===== src/rtl/d8_mem_dma_if.sv =====
// Bus bundle for the d8 memory DMA: request/status lines plus the
// dumb8 data-memory port (addr/din/w/dout) that the block drives while busy.
interface d8_mem_dma_if;
   logic       start;
   logic       mode;
   logic [7:0] src;
   logic [7:0] dst;
   logic [7:0] len;
   logic [7:0] fill_val;
   logic       abort;
   logic       busy;
   logic       done;
   logic [7:0] xfer;
   logic [7:0] mem_addr;
   logic [7:0] mem_din;
   logic       mem_w;
   logic [7:0] mem_dout;

   // DMA engine side
   modport slave (
      input  start, mode, src, dst, len, fill_val, abort, mem_dout,
      output busy, done, xfer, mem_addr, mem_din, mem_w
   );

   // Requester plus memory side
   modport master (
      output start, mode, src, dst, len, fill_val, abort, mem_dout,
      input  busy, done, xfer, mem_addr, mem_din, mem_w
   );
endinterface


===== src/rtl/d8_mem_dma.sv =====
// Block-copy / block-fill initiator for the 8-bit dumb8 data memory.
// Copy alternates READ (sample combinational dout) and WRITE cycles;
// fill streams WRITE cycles. Addresses wrap mod 256, ascending order.
module d8_mem_dma (
   input logic         sys_clk,
   input logic         sys_rst,
   d8_mem_dma_if.slave bus
);

   typedef enum logic [1:0] {IDLE, READ, WRITE, DONE} state_t;

   state_t     state;
   logic       mode_r;
   logic [7:0] src_r;
   logic [7:0] dst_r;
   logic [7:0] len_r;
   logic [7:0] fill_r;
   logic [7:0] data_r;
   logic [7:0] idx;
   logic [7:0] xfer_r;

   // Transfer sequencer: latches the request in IDLE, walks idx over the region
   always_ff @(posedge sys_clk or posedge sys_rst) begin
      if (sys_rst) begin
         state  <= IDLE;
         mode_r <= 1'b0;
         src_r  <= 8'h00;
         dst_r  <= 8'h00;
         len_r  <= 8'h00;
         fill_r <= 8'h00;
         data_r <= 8'h00;
         idx    <= 8'h00;
         xfer_r <= 8'h00;
      end else begin
         case (state)
            IDLE: begin
               // start beats a simultaneous abort simply because abort is not looked at here
               if (bus.start) begin
                  mode_r <= bus.mode;
                  src_r  <= bus.src;
                  dst_r  <= bus.dst;
                  len_r  <= bus.len;
                  fill_r <= bus.fill_val;
                  idx    <= 8'h00;
                  xfer_r <= 8'h00;
                  if (bus.len == 8'h00)
                     state <= DONE;
                  else if (bus.mode)
                     state <= WRITE;
                  else
                     state <= READ;
               end
            end
            READ: begin
               if (bus.abort) begin
                  state <= IDLE;
               end else begin
                  data_r <= bus.mem_dout;
                  state  <= WRITE;
               end
            end
            WRITE: begin
               // mem_w is high this cycle, so the byte commits even when aborting
               idx    <= idx + 8'd1;
               xfer_r <= xfer_r + 8'd1;
               if (bus.abort)
                  state <= IDLE;
               else if (idx + 8'd1 == len_r)
                  state <= DONE;
               else if (mode_r)
                  state <= WRITE;
               else
                  state <= READ;
            end
            DONE: state <= IDLE;
            default: state <= IDLE;
         endcase
      end
   end

   // Memory port and status decode straight from state, so reset drops mem_w at once
   always_comb begin
      bus.mem_addr = 8'h00;
      bus.mem_din  = 8'h00;
      bus.mem_w    = 1'b0;
      bus.busy     = 1'b0;
      bus.done     = 1'b0;
      case (state)
         READ: begin
            bus.mem_addr = src_r + idx;
            bus.busy     = 1'b1;
         end
         WRITE: begin
            bus.mem_addr = dst_r + idx;
            bus.mem_din  = mode_r ? fill_r : data_r;
            bus.mem_w    = 1'b1;
            bus.busy     = 1'b1;
         end
         DONE: bus.done = 1'b1;
         default: ;
      endcase
   end

   assign bus.xfer = xfer_r;

endmodule


===== src/flat_wrapper.sv =====
// flat-port wrapper written by rule: the top's interface ports become plain ports
module d8_mem_dma_flat 
  (sys_clk, sys_rst, bus_start, bus_mode, bus_src, bus_dst, bus_len, bus_fill_val, bus_abort, bus_mem_dout, bus_busy, bus_done, bus_xfer, bus_mem_addr, bus_mem_din, bus_mem_w);
  d8_mem_dma_if bus_i ();
  input logic sys_clk;
  input logic sys_rst;
  input wire logic [$bits(bus_i.start)-1:0] bus_start;
  input wire logic [$bits(bus_i.mode)-1:0] bus_mode;
  input wire logic [$bits(bus_i.src)-1:0] bus_src;
  input wire logic [$bits(bus_i.dst)-1:0] bus_dst;
  input wire logic [$bits(bus_i.len)-1:0] bus_len;
  input wire logic [$bits(bus_i.fill_val)-1:0] bus_fill_val;
  input wire logic [$bits(bus_i.abort)-1:0] bus_abort;
  input wire logic [$bits(bus_i.mem_dout)-1:0] bus_mem_dout;
  output wire logic [$bits(bus_i.busy)-1:0] bus_busy;
  output wire logic [$bits(bus_i.done)-1:0] bus_done;
  output wire logic [$bits(bus_i.xfer)-1:0] bus_xfer;
  output wire logic [$bits(bus_i.mem_addr)-1:0] bus_mem_addr;
  output wire logic [$bits(bus_i.mem_din)-1:0] bus_mem_din;
  output wire logic [$bits(bus_i.mem_w)-1:0] bus_mem_w;
  assign bus_i.start = bus_start;
  assign bus_i.mode = bus_mode;
  assign bus_i.src = bus_src;
  assign bus_i.dst = bus_dst;
  assign bus_i.len = bus_len;
  assign bus_i.fill_val = bus_fill_val;
  assign bus_i.abort = bus_abort;
  assign bus_i.mem_dout = bus_mem_dout;
  assign bus_busy = bus_i.busy;
  assign bus_done = bus_i.done;
  assign bus_xfer = bus_i.xfer;
  assign bus_mem_addr = bus_i.mem_addr;
  assign bus_mem_din = bus_i.mem_din;
  assign bus_mem_w = bus_i.mem_w;
  d8_mem_dma u_core (.sys_clk(sys_clk), .sys_rst(sys_rst), .bus(bus_i));
endmodule

===== config.mk =====
export PLATFORM = sky130hd
export DESIGN_NAME = d8_mem_dma_flat
export DESIGN_NICKNAME = d
export VERILOG_FILES = /design/src/rtl/d8_mem_dma_if.sv /design/src/rtl/d8_mem_dma.sv /design/src/flat_wrapper.sv
export SDC_FILE = /design/constraint.sdc
export NUM_CORES = 1
export LEC_CHECK = 0
export ABC_AREA = 0
export BUFFER_PORTS_ARGS = -buffer_cell sky130_fd_sc_hd__buf_2
export CAP_MARGIN = 20
export CORE_ASPECT_RATIO = 2
export CORE_MARGIN = 2
export CORE_UTILIZATION = 55
export CTS_CLUSTER_DIAMETER = 150
export DETAILED_ROUTE_END_ITERATION = 10
export HOLD_SLACK_MARGIN = 0.06
export PLACE_DENSITY = 0.8
export SYNTH_ARGS = -nofsm -noshare
export SYNTH_HDL_FRONTEND = slang
export SYNTH_SLANG_ARGS = --single-unit

===== constraint.sdc =====
create_clock -name sys_clk -period 4.85 [get_ports sys_clk]
set_input_delay 0.7275 -clock sys_clk [delete_from_list [all_inputs] [get_ports sys_clk]]
set_output_delay 0.7275 -clock sys_clk [all_outputs]
set_load 0.05 [all_outputs]

==> flow_metrics.py, run 1 <==
metrics = {
    "clock_tree": {
        "worstSkewPairLatency_ns": 0.33,
        "cts_made_buffers": 9,
        "numClockSinks": 59,
        "cts-resized-gates": 0,
        "cts_tree": "built",
        "clkTransAtPathRegs_ns": 0.05,
        "cts-hold-fix-buffers": 0,
        "cts_root_buffer": "clkbuf_16",
        "cts_setup_buffers": 0,
        "clock_path_buffers": 2,
        "cts-htree-levels": 3,
    },
    "synthesis": {
        "yosysTopAreaCell": "dfrtp_1",
        "synth.most_common_cell": "dfrtp_1",
        "synth_flop_cell": "dfrtp_1",
        "yosysWarnings": 0,
        "synth.avg_cell_area_um2": 11.1,
        "synth_cells": 303,
        "synth_top_area_share": 0.439,
        "yosysSeqAreaShare": 0.439,
        "synth.distinct_cells": 46,
        "synth_area_um2": 3360,
        "synth_edf_count": 0,
        "synth-seq-cells": 59,
        "synth_commonest_cells": "59 x dfrtp_1, 49 x mux2_2, 17 x nor2_1",
        "synthTopCellsByArea": "dfrtp_1 44%, mux2_2 16%, ha_1 4.8%",
        "async_reset_ff_frac": 1.00,
        "syn_nets": 362,
    },
    "die": {
        "die_area_um2": 6790,
        "fp.dieH_um": 115,
        "pin_count": 72,
        "fp.dieW_um": 59.3,
        "num_rows": 40,
        "design.core.area_um2": 5960,
        "start_util": 0.564,
    },
    "final_layout": {
        "drive_gt1_frac": 0.398,
        "multi_input_area_um2": 1760,
        "area_growth_pct": 20.6,
        "final-seq-area_um2": 1480,
        "final_nets": 433,
        "n_antenna_cell": 0,
        "fill_cells": 459,
        "final_util": 0.680,
    },
    "power": {
        "p_int_uw": 1630,
        "powerDensity_nw_per_um2": 675,
        "seqPwrFrac": 0.315,
        "irDropWorstVdd_mv": 0.367,
        "p_sw_frac": 0.405,
        "leakage_uw": 0.00197,
        "p_sw_uw": 1110,
        "p_comb_frac": 0.445,
        "total_power_uw": 2730,
        "clkPwrFrac": 0.239,
    },
    "grt": {
        "grt_remaining_overflow": 0,
        "grt_max_degree": 60,
        "grt_usage": 0.241,
        "antenna_found_initial": 0,
        "grt_pass1_vias": 2562,
        "grt_pass1_wl_um": 11900,
    },
    "sta": {
        "min_period_ns": 3.94,
        "rsz0062_at_grt": "no",
        "setup_viol": 0,
        "hold_viol": 0,
        "finalMaxSlewViolations": 0,
        "fmax_ghz": 0.254,
        "fin_setup_tns_ns": 0,
        "post-route-period-util": 0.812,
        "timing.slew.headroom": 0.465,
        "fin_worst_skew_ns": 0.00411,
        "worstMarginPinSlew_ns": 0.797,
    },
    "route": {
        "ant_nets": 0,
        "drcViolationCount": 0,
        "drt-pass1-iter-count": 4,
        "drtIter0Drc": 88,
        "vias": 2525,
        "routed_wl_um": 7400,
        "routed_via_density": 5.71,
        "post_drt_wl_per_cell_um": 16.7,
    },
    "setup_path": {
        "worstSetupStartpointType": "flop",
        "path_class": "reg -> out",
        "cp_data_arrival_time_ns": 3.21,
        "required_ns": 4.12,
        "critPathMaxFanout": 16,
        "end_kind": "output port",
    },
    "placement": {
        "place_congestion": 0.795,
        "dp_hpwl_um": 5540,
        "port_buffers": 71,
    },
    "job": {
        "maxCapViolations": 0,
    },
    "run_status": {
        "status": "finished clean",
    },
    "worst_hold_path": {
        "min_path_type": "reg -> reg",
    },
}
[stage by stage]
step,setup WS [ns],hold WS [ns],std cells,instance area (µm²)
detailed placement,1.26,0.496,426,3740
global route,0.674,0.525,442,4050
finish,0.911,0.506,442,4050
global placement,1.34,0.488,426,3740
floorplan,0.340,0.474,303,3360
CTS,0.901,0.507,442,4050
[worst paths after layout]
kind / from / slack, ns / end / cells after the start
worst min-delay path: u_core.data_r[3]$_DFFE_PP0P_ / 0.51 / u_core.data_r[3]$_DFFE_PP0P_ / 1
max in group asynchronous: sys_rst / 3.75 / u_core.len_r[5]$_DFFE_PP0P_ / 3
worst max register to register: u_core.state[0]$_DFFE_PP0P_ / 2.57 / u_core.bus.xfer[6]$_DFFE_PP0P_ / 8
worst max-delay path: u_core.state[0]$_DFFE_PP0P_ / 0.91 / bus_mem_addr[6] / 14
worst min register to register: u_core.data_r[3]$_DFFE_PP0P_ / 0.51 / u_core.data_r[3]$_DFFE_PP0P_ / 1
min in group asynchronous: sys_rst / 0.60 / u_core.src_r[1]$_DFFE_PP0P_ / 3
[metal layers]
layer	GRT usage	share of wire	vias to the layer above
met5	0	0	-
met4	0.150	0.051	0
met3	0.0678	0.043	19
met2	0.407	0.54	71
li1	-	-	1225
met1	0.251	0.36	1210
[cells in the final DEF, fill, tap and decap left out, types with 2 or more instances in the layout]
master     count
a21o_1         5
a21oi_1        4
a21oi_2        2
a22o_1         6
a32o_1         2
and2_1         6
and3_1         4
buf_2         71
buf_4          4
clkbuf_16      9
clkbuf_8       3
clkinv_2       2
dfrtp_1       59
ha_1          13
inv_1          8
mux2_2        49
mux2i_1       10
nand2_1       11
nand2b_1       4
nand3_1        6
nand4_1        4
nor2_1        17
nor2_2         2
nor2b_1       15
nor3_1         8
nor3b_1        2
o21ai_0       13
o21ai_1        3
or4_4          2
xnor2_1        9
xor2_1         8
[critical path: stages, from the launching register on]
cell and delay (ns):
dfrtp_1 0.41, inv_1 0.09, ha_1 0.16, buf_4 0.23
mux2_2 0.36, ha_1 0.19, inv_1 0.07, fa_1 0.19
nor2b_1 0.07, o21ai_0 0.15, nand2b_1 0.12, a21o_1 0.19
a21oi_1 0.18, mux2i_1 0.19, buf_2 0.27
[layout make-up]
cell class              instances  area share
multi-input cells             220       0.435
well taps                      63      0.0195
clock buffers                  12      0.0658
flip-flops and latches         59       0.364
inverters                       9     0.00834
repair buffers                 75      0.0951
clock inverters                 4      0.0117
[flip-flops by register name, summed over array words and instances (netlist names)]
register and count:
u_core.src_r 8, u_core.idx 8, u_core.fill_r 8, u_core.mode_r 1
u_core.state 2, u_core.bus.xfer 8, u_core.data_r 8, u_core.len_r 8
u_core.dst_r 8
[cell families (layout without fill, tap and decap cells)]
family | Yosys count | after routing | synth area share
simple gates | 85 | 85 | 0.141
xor+xnor | 17 | 17 | 0.0443
compound gates | 45 | 45 | 0.0916
flops | 59 | 59 | 0.439
buf+inv | 24 | 100 | 0.0354
fa+ha+maj | 14 | 14 | 0.0544
mux | 59 | 59 | 0.194
[power groups by stage]
stage	registers [µW]	clock network [µW]	logic, µW
final	862	655	1220
after global routing	884	686	1320
after CTS	861	666	1230
after detailed placement	868	0	1220
after global placement	857	0	1190
after floorplan	809	0	1010
Note: power is estimated with default switching activity, not from simulation.
==> run 2: changes to the inputs <==
CORE_UTILIZATION = 49   (was 55)
PLACE_DENSITY = 0.76   (was 0.8)
clock period = 3.6 ns   (was 4.85 ns; I/O delays follow)
==> flow_metrics.py, run 2 (same netlist as run 1, synthesis figures left out) <==
metrics = {
    "route": {
        "post_drt_wl_per_cell_um": 15.3,
        "drt-pass1-iter-count": 4,
        "routed_wl_um": 7210,
        "drtIter0Drc": 73,
        "routed_via_density": 5.37,
        "drcViolationCount": 0,
        "ant_nets": 0,
        "vias": 2529,
    },
    "final_layout": {
        "area_growth_pct": 24.3,
        "drive_gt1_frac": 0.415,
        "mostFrequentLayoutCells": "70 x buf_2, 59 x dfrtp_1, 49 x mux2_2, 17 x nor2_1, 15 x nor2b_1",
        "mostFrequentLayoutCell": "buf_2",
        "n_antenna_cell": 0,
        "fill_cells": 578,
        "final_nets": 437,
        "final_cells": 471,
    },
    "setup_path": {
        "r2r_cells": 8,
        "path_cells": "inv_2 > ha_4 > mux2_2 > ha_1 > a21o_1 > a21oi_2 > o21bai_1 > o41a_1 > xnor2_1 > and2_1 > buf_2",
        "end_kind": "output port",
        "cp_data_arrival_time_ns": 2.90,
        "required_ns": 3.06,
        "slowest_stage": "dfrtp_1",
        "critPathMaxFanout": 6,
        "worstReg2RegEnd": "u_core.bus.xfer[5]$_DFFE_PP0P_",
        "r2r_start": "u_core.state[1]$_DFFE_PP0P_",
        "rrSetupSlack_ns": 1.31,
        "worstSetupStartpointType": "flop",
        "critPathMaxStageDelay_ns": 0.38,
        "path_class": "reg -> out",
    },
    "clock_tree": {
        "cts-hold-fix-buffers": 0,
        "cts_made_buffers": 9,
        "numClockSinks": 59,
        "cts_root_buffer": "clkbuf_16",
        "clkTransAtPathRegs_ns": 0.05,
        "cts-htree-levels": 3,
        "cts_tree": "built",
        "worstSkewPairLatency_ns": 0.33,
        "clock_path_buffers": 2,
    },
    "sta": {
        "fmax_ghz": 0.291,
        "min_period_ns": 3.44,
        "fin_setup_tns_ns": 0,
        "hold_viol": 0,
        "rsz0062_at_grt": "no",
        "post-route-period-util": 0.955,
        "finalMaxSlewViolations": 0,
        "timing.slew.headroom": 0.411,
        "worstMarginPinSlew_ns": 0.882,
        "setup_viol": 0,
        "holdWs_ns": 0.399,
        "fin_worst_skew_ns": 0.00596,
    },
    "run_status": {
        "status": "finished clean",
    },
    "die": {
        "fp.dieW_um": 62.6,
        "start_util": 0.507,
        "design.core.area_um2": 6620,
        "fp.dieH_um": 121,
        "num_rows": 42,
        "pin_count": 72,
        "die_area_um2": 7570,
    },
    "grt": {
        "grt_pass1_vias": 2515,
        "grt_remaining_overflow": 0,
        "grt_pass1_wl_um": 11900,
        "grt_usage": 0.206,
        "grt_max_degree": 44,
        "antenna_found_initial": 0,
    },
    "power": {
        "irDropWorstVdd_mv": 0.572,
        "leakage_uw": 0.00199,
        "powerDensity_nw_per_um2": 905,
    },
    "placement": {
        "dp_cells": 451,
        "dp_hpwl_um": 5360,
        "port_buffers": 71,
        "place_congestion": 0.874,
    },
    "worst_hold_path": {
        "min_path_type": "in -> async",
    },
    "job": {
        "maxCapViolations": 0,
    },
}
-- run 2: changes by cell type in the layout (fill, tap and decap cells not counted), sizes merged --
cell | previous run | this run
clkinv | 2 | 1
buf | 75 | 79
bufinv | 1 | 2
-- run 2: what timing repair did --
action                                  in CTS  in global routing
setup buffers                                0                  4
pin swaps                                    0                  1
resized for setup                            3                  2
endpoints found under the setup margin       1                  2
endpoints found under the hold margin        0                  0
-- run 2: final cells by class --
| cell class | instances | area [µm²] | share of cell area |
|---|---|---|---|
| Tap cell | 88 | 110 | 0.0264 |
| Multi-Input combinational cell | 220 | 1810 | 0.432 |
| Clock inverter | 4 | 72.6 | 0.0174 |
| Clock buffer | 12 | 256 | 0.0614 |
| Inverter | 9 | 33.8 | 0.00809 |
| Sequential cell | 59 | 1480 | 0.354 |
| Timing Repair Buffer | 79 | 422 | 0.101 |
-- run 2: stage by stage --
stage | cell area (µm²) | utilization | total power, µW | worst slack, ns
2_1_floorplan | 3390 | - | 2480 | 0.0386
3_3_place_gp | 3800 | 0.574 | 2780 | 0.364
3_5_place_dp | 3800 | 0.574 | 2830 | 0.246
4_1_cts | 4140 | 0.625 | 3790 | 0.0242
5_1_grt | 4180 | 0.631 | 4000 | 0.0121
6_report | 4180 | 0.631 | 3780 | 0.163
-- run 2: worst max-delay path, delay by kind of cell, from the launching register on --
family | cells | cell delay [ns]
flip-flops | 1 | 0.38
XOR/XNOR | 1 | 0.13
buffers and inverters | 2 | 0.34
AO/OA/AOI/OAI | 4 | 0.81
multiplexers | 1 | 0.35
AND/OR/NAND/NOR | 1 | 0.13
adder cells (fa/ha/maj) | 2 | 0.44
-- run 2: how the worst max path moves through the flow --
stage                                      from         endpoint  slack, ns  cells past startpoint
finish              u_core.state[0]$_DFFE_PP0P_  bus_mem_addr[7]       0.16                     11
global route        u_core.state[0]$_DFFE_PP0P_  bus_mem_addr[6]       0.01                     13
CTS                 u_core.state[0]$_DFFE_PP0P_  bus_mem_addr[6]       0.02                     13
detailed placement  u_core.state[0]$_DFFE_PP0P_  bus_mem_addr[6]       0.25                     13
floorplan           u_core.state[0]$_DFFE_PP0P_  bus_mem_addr[6]       0.04                     14
global placement    u_core.state[0]$_DFFE_PP0P_  bus_mem_addr[6]       0.36                     13
-- run 2: per-layer routing --
layer | vias up | GRT usage | routed length [µm]
met3 | 19 | 0.0390 | 264
met1 | 1227 | 0.213 | 2660
met2 | 61 | 0.374 | 4050
met5 | - | 0 | 0
li1 | 1222 | - | -
met4 | 0 | 0.133 | 241
-- run 2: where the power goes --
group / leakage (µW) / internal [µW] / switching, µW / total (µW)
Sequential: 0.000730 / 930 / 207 / 1140
Combinational: 0.00110 / 718 / 995 / 1710
Clock: 0.000159 / 641 / 289 / 930
Total: 0.00199 / 2290 / 1490 / 3780
==> run 3: changes to the inputs <==
GPL_TIMING_DRIVEN = 0   (was unset)
==> flow_metrics.py, run 3 (same netlist as run 1, synthesis figures left out) <==
metrics = {
    "route": {
        "vias": 2605,
        "drtIter0Drc": 77,
        "drcViolationCount": 0,
        "routed_via_density": 5.37,
        "post_drt_wl_per_cell_um": 16.0,
        "ant_nets": 0,
        "routed_wl_um": 7770,
        "drt-pass1-iter-count": 4,
    },
    "setup_path": {
        "worstSetupStartpointType": "flop",
        "cp_data_arrival_time_ns": 2.97,
        "critPathMaxFanout": 3,
        "required_ns": 3.06,
        "end_kind": "output port",
        "path_class": "reg -> out",
    },
    "sta": {
        "fin_ws_ns": 0.0941,
        "timing.slew.headroom": 0.472,
        "post-route-period-util": 0.974,
        "finalMaxSlewViolations": 0,
        "fin_worst_skew_ns": 0.00556,
        "fmax_ghz": 0.285,
        "hold_viol": 0,
        "min_period_ns": 3.51,
        "setup_viol": 0,
        "worstMarginPinSlew_ns": 0.790,
        "holdWs_ns": 0.361,
    },
    "die": {
        "die_area_um2": 7570,
        "pin_count": 72,
        "start_util": 0.507,
        "fp.dieH_um": 121,
        "num_rows": 42,
        "design.core.area_um2": 6620,
        "fp.dieW_um": 62.6,
    },
    "grt": {
        "grt_pass1_wl_um": 12500,
        "antenna_found_initial": 0,
        "grt_usage": 0.217,
        "grt_pass1_vias": 2703,
        "grt_remaining_overflow": 0,
        "grt_max_degree": 36,
    },
    "power": {
        "irDropWorstVdd_mv": 0.542,
        "total_power_uw": 3820,
        "powerDensity_nw_per_um2": 888,
        "leakage_uw": 0.00205,
    },
    "clock_tree": {
        "cts-hold-fix-buffers": 0,
        "cts_tree": "built",
        "cts_made_buffers": 9,
        "worstSkewPairLatency_ns": 0.33,
        "numClockSinks": 59,
        "cts-htree-levels": 3,
        "cts_root_buffer": "clkbuf_16",
        "clock_path_buffers": 2,
        "clkTransAtPathRegs_ns": 0.05,
    },
    "placement": {
        "place_congestion": 0.893,
        "place_area_um2": 3880,
        "place_worst_setup_slack_ns": -0.219,
        "port_buffers": 70,
        "dp_hpwl_um": 5680,
    },
    "final_layout": {
        "design_area_um2": 4300,
        "drive_gt1_frac": 0.441,
        "area_growth_pct": 27.9,
        "fill_cells": 552,
        "final_util": 0.649,
        "mostFrequentLayoutCells": "75 x buf_2, 59 x dfrtp_1, 47 x mux2_2, 17 x nor2_1, 15 x nor2b_1",
        "mostFrequentLayoutCell": "buf_2",
        "n_antenna_cell": 0,
        "final_nets": 451,
    },
    "job": {
        "maxCapViolations": 0,
    },
    "worst_hold_path": {
        "min_path_type": "in -> async",
    },
    "run_status": {
        "status": "finished clean",
    },
}
run 3: cell types whose count changed in the layout (fill, tap and decap cells not counted), sizes merged:
cell      change
clkbuf        +1
buf          +12
clkinvlp      -1
clkinv        +3
bufinv        -1
run 3: layer usage:
layer / GRT usage / routed length (µm) / up-vias
met1: 0.231 / 2900 / 1261
met5: 0 / 0 / -
met2: 0.390 / 4340 / 73
met3: 0.0399 / 319 / 16
li1: - / - / 1255
met4: 0.133 / 206 / 0
run 3: final timing paths:
path                                             start                      endpoint  slack [ns]  cells past startpoint
max                        u_core.state[0]$_DFFE_PP0P_               bus_mem_addr[7]        0.09                     12
min                                            sys_rst   u_core.src_r[6]$_DFFE_PP0P_        0.36                      2
max reg2reg                u_core.state[0]$_DFFE_PP0P_   u_core.dst_r[5]$_DFFE_PP0P_        1.55                      7
min reg2reg                u_core.dst_r[3]$_DFFE_PP0P_   u_core.dst_r[3]$_DFFE_PP0P_        0.50                      1
max in group asynchronous                      sys_rst   u_core.src_r[2]$_DFFE_PP0P_        2.65                      3
min in group sys_clk                   bus_mem_dout[3]  u_core.data_r[3]$_DFFE_PP0P_        0.44                      2
run 3: layout make-up:
type / instances / area (µm²) / share of cell area
clock inverters: 5 / 53.8 / 0.0125
multi-input cells: 220 / 1850 / 0.429
clock buffers: 11 / 233 / 0.0541
plain buffers: 14 / 91.3 / 0.0213
flip-flops and latches: 59 / 1480 / 0.344
inverters: 9 / 33.8 / 0.00786
repair buffers: 79 / 454 / 0.106
well taps: 88 / 110 / 0.0256
run 3: timing repair:
action,CTS,global route
endpoints found under the setup margin,4,2
hold endpoints to repair,0,0
pin swaps,1,8
buffers inserted,6,2
resized for setup,8,10
run 3: report_power, final:
part           internal, µW  switching [µW]
sequential              930             186
combinational           807            1080
clock                   532             285
run 3: critical path, cell delays in order, from the launching register on:
cell and delay (ns):
dfrtp_1 0.39, inv_2 0.09, ha_4 0.17, buf_6 0.11, mux2_4 0.31, ha_1 0.28
a21o_1 0.18, a21oi_2 0.14, o21bai_1 0.11, o41a_1 0.39, xnor2_1 0.16, and2_1 0.16
buf_6 0.16
run 3: through the flow:
stage          std cells  TNS (ns)
2_1_floorplan        303         0
3_3_place_gp         461    -0.176
3_5_place_dp         462    -0.223
4_1_cts              483         0
5_1_grt              485  -0.00563
6_report             485         0
